--- src/rtl/jt900h_flags_pkg.sv ---
// Shared constants for the TLCS-900H flag stage: flag-control codes,
// condition-code names, F bit positions and the per-flag update helper.
package jt900h_flags_pkg;

  typedef enum logic [1:0] {
    FKEEP = 2'd0,
    FALU  = 2'd1,
    FCLR  = 2'd2,
    FSET  = 2'd3
  } flag_ctl_e;

  typedef enum logic [3:0] {
    CC_F   = 4'd0,
    CC_LT  = 4'd1,
    CC_LE  = 4'd2,
    CC_ULE = 4'd3,
    CC_OV  = 4'd4,
    CC_MI  = 4'd5,
    CC_Z   = 4'd6,
    CC_C   = 4'd7,
    CC_T   = 4'd8,
    CC_GE  = 4'd9,
    CC_GT  = 4'd10,
    CC_UGT = 4'd11,
    CC_NOV = 4'd12,
    CC_PL  = 4'd13,
    CC_NZ  = 4'd14,
    CC_NC  = 4'd15
  } cc_e;

  localparam int FS_B = 7;
  localparam int FZ_B = 6;
  localparam int FH_B = 4;
  localparam int FV_B = 2;
  localparam int FN_B = 1;
  localparam int FC_B = 0;

  // Bits 5 and 3 of F read as zero
  localparam logic [7:0] F_MASK = 8'hD7;

  function automatic logic flag_upd(input logic cur, input logic [1:0] ctl,
                                    input logic alu);
    logic r;
    case (ctl)
      FKEEP:   r = cur;
      FALU:    r = alu;
      FCLR:    r = 1'b0;
      FSET:    r = 1'b1;
      default: r = cur;
    endcase
    return r;
  endfunction

endpackage

--- src/rtl/jt900h_cc.sv ---
// Condition-code evaluator: combinational f/cc -> cc_ok. Codes 8..15 are
// the complements of 0..7. Also used by the DJNZ/conditional-return sequencer.
module jt900h_cc
  import jt900h_flags_pkg::*;
(
  input  logic [7:0] f,
  input  logic [3:0] cc,
  output logic       cc_ok
);

  logic s, z, v, c, base;

  assign s = f[FS_B];
  assign z = f[FZ_B];
  assign v = f[FV_B];
  assign c = f[FC_B];

  always_comb begin
    base = 1'b0;
    case (cc[2:0])
      3'd0: base = 1'b0;
      3'd1: base = s ^ v;
      3'd2: base = (s ^ v) | z;
      3'd3: base = c | z;
      3'd4: base = v;
      3'd5: base = s;
      3'd6: base = z;
      3'd7: base = c;
      default: base = 1'b0;
    endcase
  end

  assign cc_ok = base ^ cc[3];

endmodule

--- src/rtl/jt900h_flags.sv ---
// F register stage after the ALU: per-flag updates, F load, F/F' swap and
// condition evaluation. Define JT900H_FLAGS_SHADOW_EN to build the F' register.
module jt900h_flags
  import jt900h_flags_pkg::*;
#(
  parameter logic [7:0] FRST = 8'h00
) (
  input  logic       clk,
  input  logic       rst,
  input  logic       cen,
  input  logic       alu_n,
  input  logic       alu_z,
  input  logic       alu_p,
  input  logic       alu_c,
  input  logic       alu_v,
  input  logic       alu_h,
  input  logic [1:0] s_ctl,
  input  logic [1:0] z_ctl,
  input  logic [1:0] h_ctl,
  input  logic [1:0] v_ctl,
  input  logic [1:0] n_ctl,
  input  logic [1:0] c_ctl,
  input  logic       pv_sel,
  input  logic       ccf,
  input  logic       ld_f,
  input  logic [7:0] f_din,
  input  logic       ex_ff,
  input  logic [3:0] cc,
  output logic [7:0] f,
  output logic [7:0] falt,
  output logic       nin,
  output logic       hin,
  output logic       cin,
  output logic       zin,
  output logic       cc_ok
);

  logic [7:0] f_q, f_d;
  logic [7:0] upd;
  logic       c_new;

  // Flag-by-flag result when neither load nor swap is requested
  always_comb begin
    upd          = f_q;
    upd[FS_B]    = flag_upd(f_q[FS_B], s_ctl, alu_n);
    upd[FZ_B]    = flag_upd(f_q[FZ_B], z_ctl, alu_z);
    upd[FH_B]    = flag_upd(f_q[FH_B], h_ctl, alu_h);
    upd[FV_B]    = flag_upd(f_q[FV_B], v_ctl, pv_sel ? alu_p : alu_v);
    // N has no ALU source; passing its own value makes FALU act as KEEP
    upd[FN_B]    = flag_upd(f_q[FN_B], n_ctl, f_q[FN_B]);
    c_new        = flag_upd(f_q[FC_B], c_ctl, alu_c);
    upd[FC_B]    = ccf ? ~c_new : c_new;
    upd          = upd & F_MASK;
  end

`ifdef JT900H_FLAGS_SHADOW_EN
  logic [7:0] falt_q, falt_d;

  always_comb begin
    f_d    = f_q;
    falt_d = falt_q;
    if (ld_f) begin
      f_d = f_din & F_MASK;
    end else if (ex_ff) begin
      f_d    = falt_q;
      falt_d = f_q;
    end else begin
      f_d = upd;
    end
  end

  always_ff @(posedge clk) begin
    if (rst) begin
      f_q    <= FRST & F_MASK;
      falt_q <= FRST & F_MASK;
    end else if (cen) begin
      f_q    <= f_d;
      falt_q <= falt_d;
    end
  end

  assign falt = falt_q;
`else
  // Without F' a swap still blocks the per-flag update, keeping priority intact
  always_comb begin
    f_d = f_q;
    if (ld_f)       f_d = f_din & F_MASK;
    else if (!ex_ff) f_d = upd;
  end

  always_ff @(posedge clk) begin
    if (rst)      f_q <= FRST & F_MASK;
    else if (cen) f_q <= f_d;
  end

  assign falt = 8'h00;
`endif

  assign f   = f_q;
  assign nin = f_q[FN_B];
  assign hin = f_q[FH_B];
  assign cin = f_q[FC_B];
  assign zin = f_q[FZ_B];

  jt900h_cc u_cc (
    .f     (f_q),
    .cc    (cc),
    .cc_ok (cc_ok)
  );

endmodule

--- config.mk ---
export PLATFORM = sky130hd
export DESIGN_NAME = jt900h_flags
export DESIGN_NICKNAME = d
export VERILOG_FILES = /design/src/rtl/jt900h_flags_pkg.sv /design/src/rtl/jt900h_cc.sv /design/src/rtl/jt900h_flags.sv
export SDC_FILE = /design/constraint.sdc
export NUM_CORES = 1
export LEC_CHECK = 0
export ABC_AREA = 0
export CAP_MARGIN = 10
export CORE_ASPECT_RATIO = 0.7
export CORE_UTILIZATION = 30
export DETAILED_ROUTE_END_ITERATION = 10
export GPL_TIMING_DRIVEN = 1
export PLACE_DENSITY_LB_ADDON = 0.12
export SLEW_MARGIN = 20
export SYNTH_ARGS = -nofsm -noshare
export SYNTH_HDL_FRONTEND = slang
export SYNTH_HIERARCHICAL = 1
export SYNTH_SLANG_ARGS = --single-unit
--- constraint.sdc ---
create_clock -name clk -period 1.2 [get_ports clk]
set_input_delay 0.12 -clock clk [delete_from_list [all_inputs] [get_ports clk]]
set_output_delay 0.12 -clock clk [all_outputs]
set_load 0.01 [all_outputs]
==> flow_summary_export.csv <==
group,metric,value,unit
synth,yosys_warnings,6,
final_layout,layout-drive-gt1-share,18.6,%
placement,hpwl,1420,um
final_layout,final_cells,151,
final_layout,fillers,187,
synth,synthArstFlopShare,0,%
sta,hold_violations,0,
floorplanning,num_rows,13,
global_routing,track_usage,16.3,%
synth,synthTopCellsByCount,"14 x buf_4, 13 x o21ai_0, 7 x nand2_1",
setup_path,end_kind,"output pin",
detailed_routing,drtIter0Drc,9,
synth,ys_seq_area_share,19.7,%
synth,yosys.cell_types.count,28,
sta,min_period_over_period,125,%
placement,gp_congestion,0.741,
power_and_ir_drop,powerDensity,672,mW/mm2
setup_path,rr_endpoint,"f[0]",
synth,syn_area,609,um2
clock_network,cts_sinks,6,
final_layout,n_antenna_cell,0,
clock_network,hold_buffers,0,
detailed_routing,viasPerCell,4.66,
global_routing,grt_max_degree,9,
synth,avgSynthCellArea,7.81,um2
outcome,run_status,"finished with violations",
worst_hold_path,hp-class,"input pin to flip-flop",
sta,finalSetupViolCount,1,
detailed_routing,drc,0,
synth,yosysMostFrequentCell,"buf_4",
synth,ys_ff_latch,6,
synth,yosysTopAreaCellShare,19.7,%
sta,grt_setup_unrepaired,"yes",
floorplanning,core_area,0.00189,mm2
sta,slew_violations,0,
floorplanning,start_util,32.3,%
clock_network,cts_max_path_buffers,2,
sta,fin_ws,-0.303,ns
clock_network,cts_tree,"built",
sta,fmax,665,MHz
job,drv_cap,0,
sta,finalSetupTns,-0.303,ns
detailed_routing,drtPass1Iterations,3,
floorplanning,die-area,0.00222,mm2
setup_path,crit_top_cell,"xor2_1",
global_routing,grt_pass1_wl,2670,um
setup_path,crit_path_max_fanout,4,
sta,skew,0,ns
clock_network,cts_buffers,3,
setup_path,cpPeakStageDelay,0.35,ns
detailed_routing,vias,704,
global_routing,grt_overflow_total,0,
setup_path,reg2reg_depth,5,
synth,synth-edff-count,0,
setup_path,arrival,1.38,ns
clock_network,clk_latency,0.24,ns
clock_network,cts_root_buffer,"clkbuf_4",
setup_path,path_buf_inv,1,
floorplanning,die_w,55.9,um
floorplanning,io_pins,58,
outcome,violations,"setup timing",
setup_path,critical_path_class,"flip-flop to output pin",
setup_path,crit_family,"flip-flops",
setup_path,cpMaxStageDelayCell,"dfxtp_4",
synth,synth_ff_type,"dfxtp_1",
synth,synth_top_area_cell,"dfxtp_1",
setup_path,startpoint,"f[7]",
setup_path,critical_path.startpoint_type,"flip-flop",
setup_path,required,1.08,ns
placement,dp_cells,148,
final_layout,areaGrowthSynthToFinish,80.1,%
final_layout,post-route-util,58.2,%
final_layout,largest_register_ffs,6,
setup_path,rrSetupSlack,0.13,ns
sta,min_period,1.50,ns
final_layout,layout.nets,168,
clock_network,htreeDepth,1,
placement,io_buffers,45,
clock_network,clkSlewWorstSetupHoldPaths,0.05,ns
synth,synthCells,78,
setup_path,path_cells,"xor2_1 > o21ai_1 > a32oi_1 > xor2_1 > buf_2",
global_routing,antenna_found_initial,0,
detailed_routing,antenna_left,0,
detailed_routing,routed_wl,1730,um
clock_network,cts_setup_buffers,0,
floorplanning,die_h,39.7,um
synth,ys_top_cells_by_area,"dfxtp_1 20%, buf_4 17%, o21ai_0 11%, o21ba_2 6.6%, nand2_1 4.3%",
setup_path,timing.rr.start,"f[0]",
power_and_ir_drop,peakVddDrop,0.000317,V
power_and_ir_drop,power_leakage,0.489,nW
global_routing,grt_pass1_vias,640,
setup_path,path_depth,5,
detailed_routing,wl_per_cell,11.5,um
setup_path,crit_end,"cc_ok",
## metal layers
layer	up-vias	global-route usage, %	part of all wire, %
li1	357	-	-
met1	314	18.0	46
met2	31	29.5	46
met3	2	5.28	8.2
met4	0	7.93	0.23
met5	-	0	0
## cell type report
| cell class | instances | area (um2) | share of cell area (%) |
|---|---|---|---|
| timing repair buffer | 55 | 519 | 47.3 |
| multi-input combinational | 64 | 398 | 36.3 |
| sequential | 6 | 126 | 11.5 |
| tap | 22 | 27.5 | 2.51 |
| clock buffer | 3 | 22.5 | 2.05 |
| inverter | 1 | 3.75 | 0.342 |
## worst min-delay path by stage
stage / from / endpoint / slack [ns] / cells after the start
after CTS: v_ctl[0] / f[2] / 0.50 / 3
after detailed placement: f[4] / f[4] / 0.53 / 2
after floorplan: rst / f[2] / 0.18 / 1
after global routing: v_ctl[0] / f[2] / 0.50 / 3
after global placement: f[4] / f[4] / 0.53 / 2
final: v_ctl[0] / f[2] / 0.51 / 3
## cell families (layout without fill, tap and decap cells)
kind of cell	count (synthesis)	count (layout)	synth area share, %
compound gates	29	29	34.3
flops	6	6	19.7
xor+xnor	3	3	4.31
simple gates	19	19	15.4
buf+inv	17	59	20.5
mux	3	3	5.13
other cells	1	10	0.615
## tightest hold or removal path: cells and delay by family
family,cells,cell delay (ns)
buffers and inverters,1,0.43
AO/OA/AOI/OAI,2,0.17
## where the power goes
group | switching, W | internal [W] | leakage (nW)
clock | 0.0000771 | 0.000113 | 0.0138
sequential | 0.0000106 | 0.000213 | 0.0507
combinational | 0.000122 | 0.000202 | 0.425
## stage by stage
stage	hold slack, ns	setup slack (ns)	instance area [um2]	total power (W)
floorplan	0.182	0.0494	647	0.000386
global placement	0.526	-0.692	1090	0.000568
detailed placement	0.529	-0.782	1090	0.000573
CTS	0.502	-0.303	1100	0.000750
global route	0.504	-0.448	1100	0.000795
finish	0.508	-0.303	1100	0.000737
## layout by cell type, fill, tap and decap left out
cell / count
dfxtp_2: 2
a21boi_4: 1
buf_2: 1
o21ba_2: 4
mux2_2: 1
a21o_1: 1
xor2_1: 2
clkbuf_4: 3
dlygate4sd2_1: 11
nor2b_1: 1
dfxtp_1: 3
o221ai_1: 1
inv_2: 1
a32oi_1: 2
buf_12: 1
or2_0: 1
a22oi_1: 3
nand4b_1: 1
mux2i_1: 2
nand2_1: 7
nand2b_1: 2
xnor2_1: 1
clkdlybuf4s50_1: 33
nand3b_1: 1
o21ai_0: 12
conb_1: 10
dfxtp_4: 1
buf_4: 9
a21oi_1: 2
nor3b_1: 1
o21ai_1: 1
o2111ai_1: 1
a21bo_1: 1
nor2_1: 5
## what timing repair did
item | in CTS | in global routing
setup endpoints to repair | 11 | 1
resized for setup | 17 | 0
pin swaps | 2 | 2
gates cloned | 0 | 0
Power figures use the tool's default switching activity.
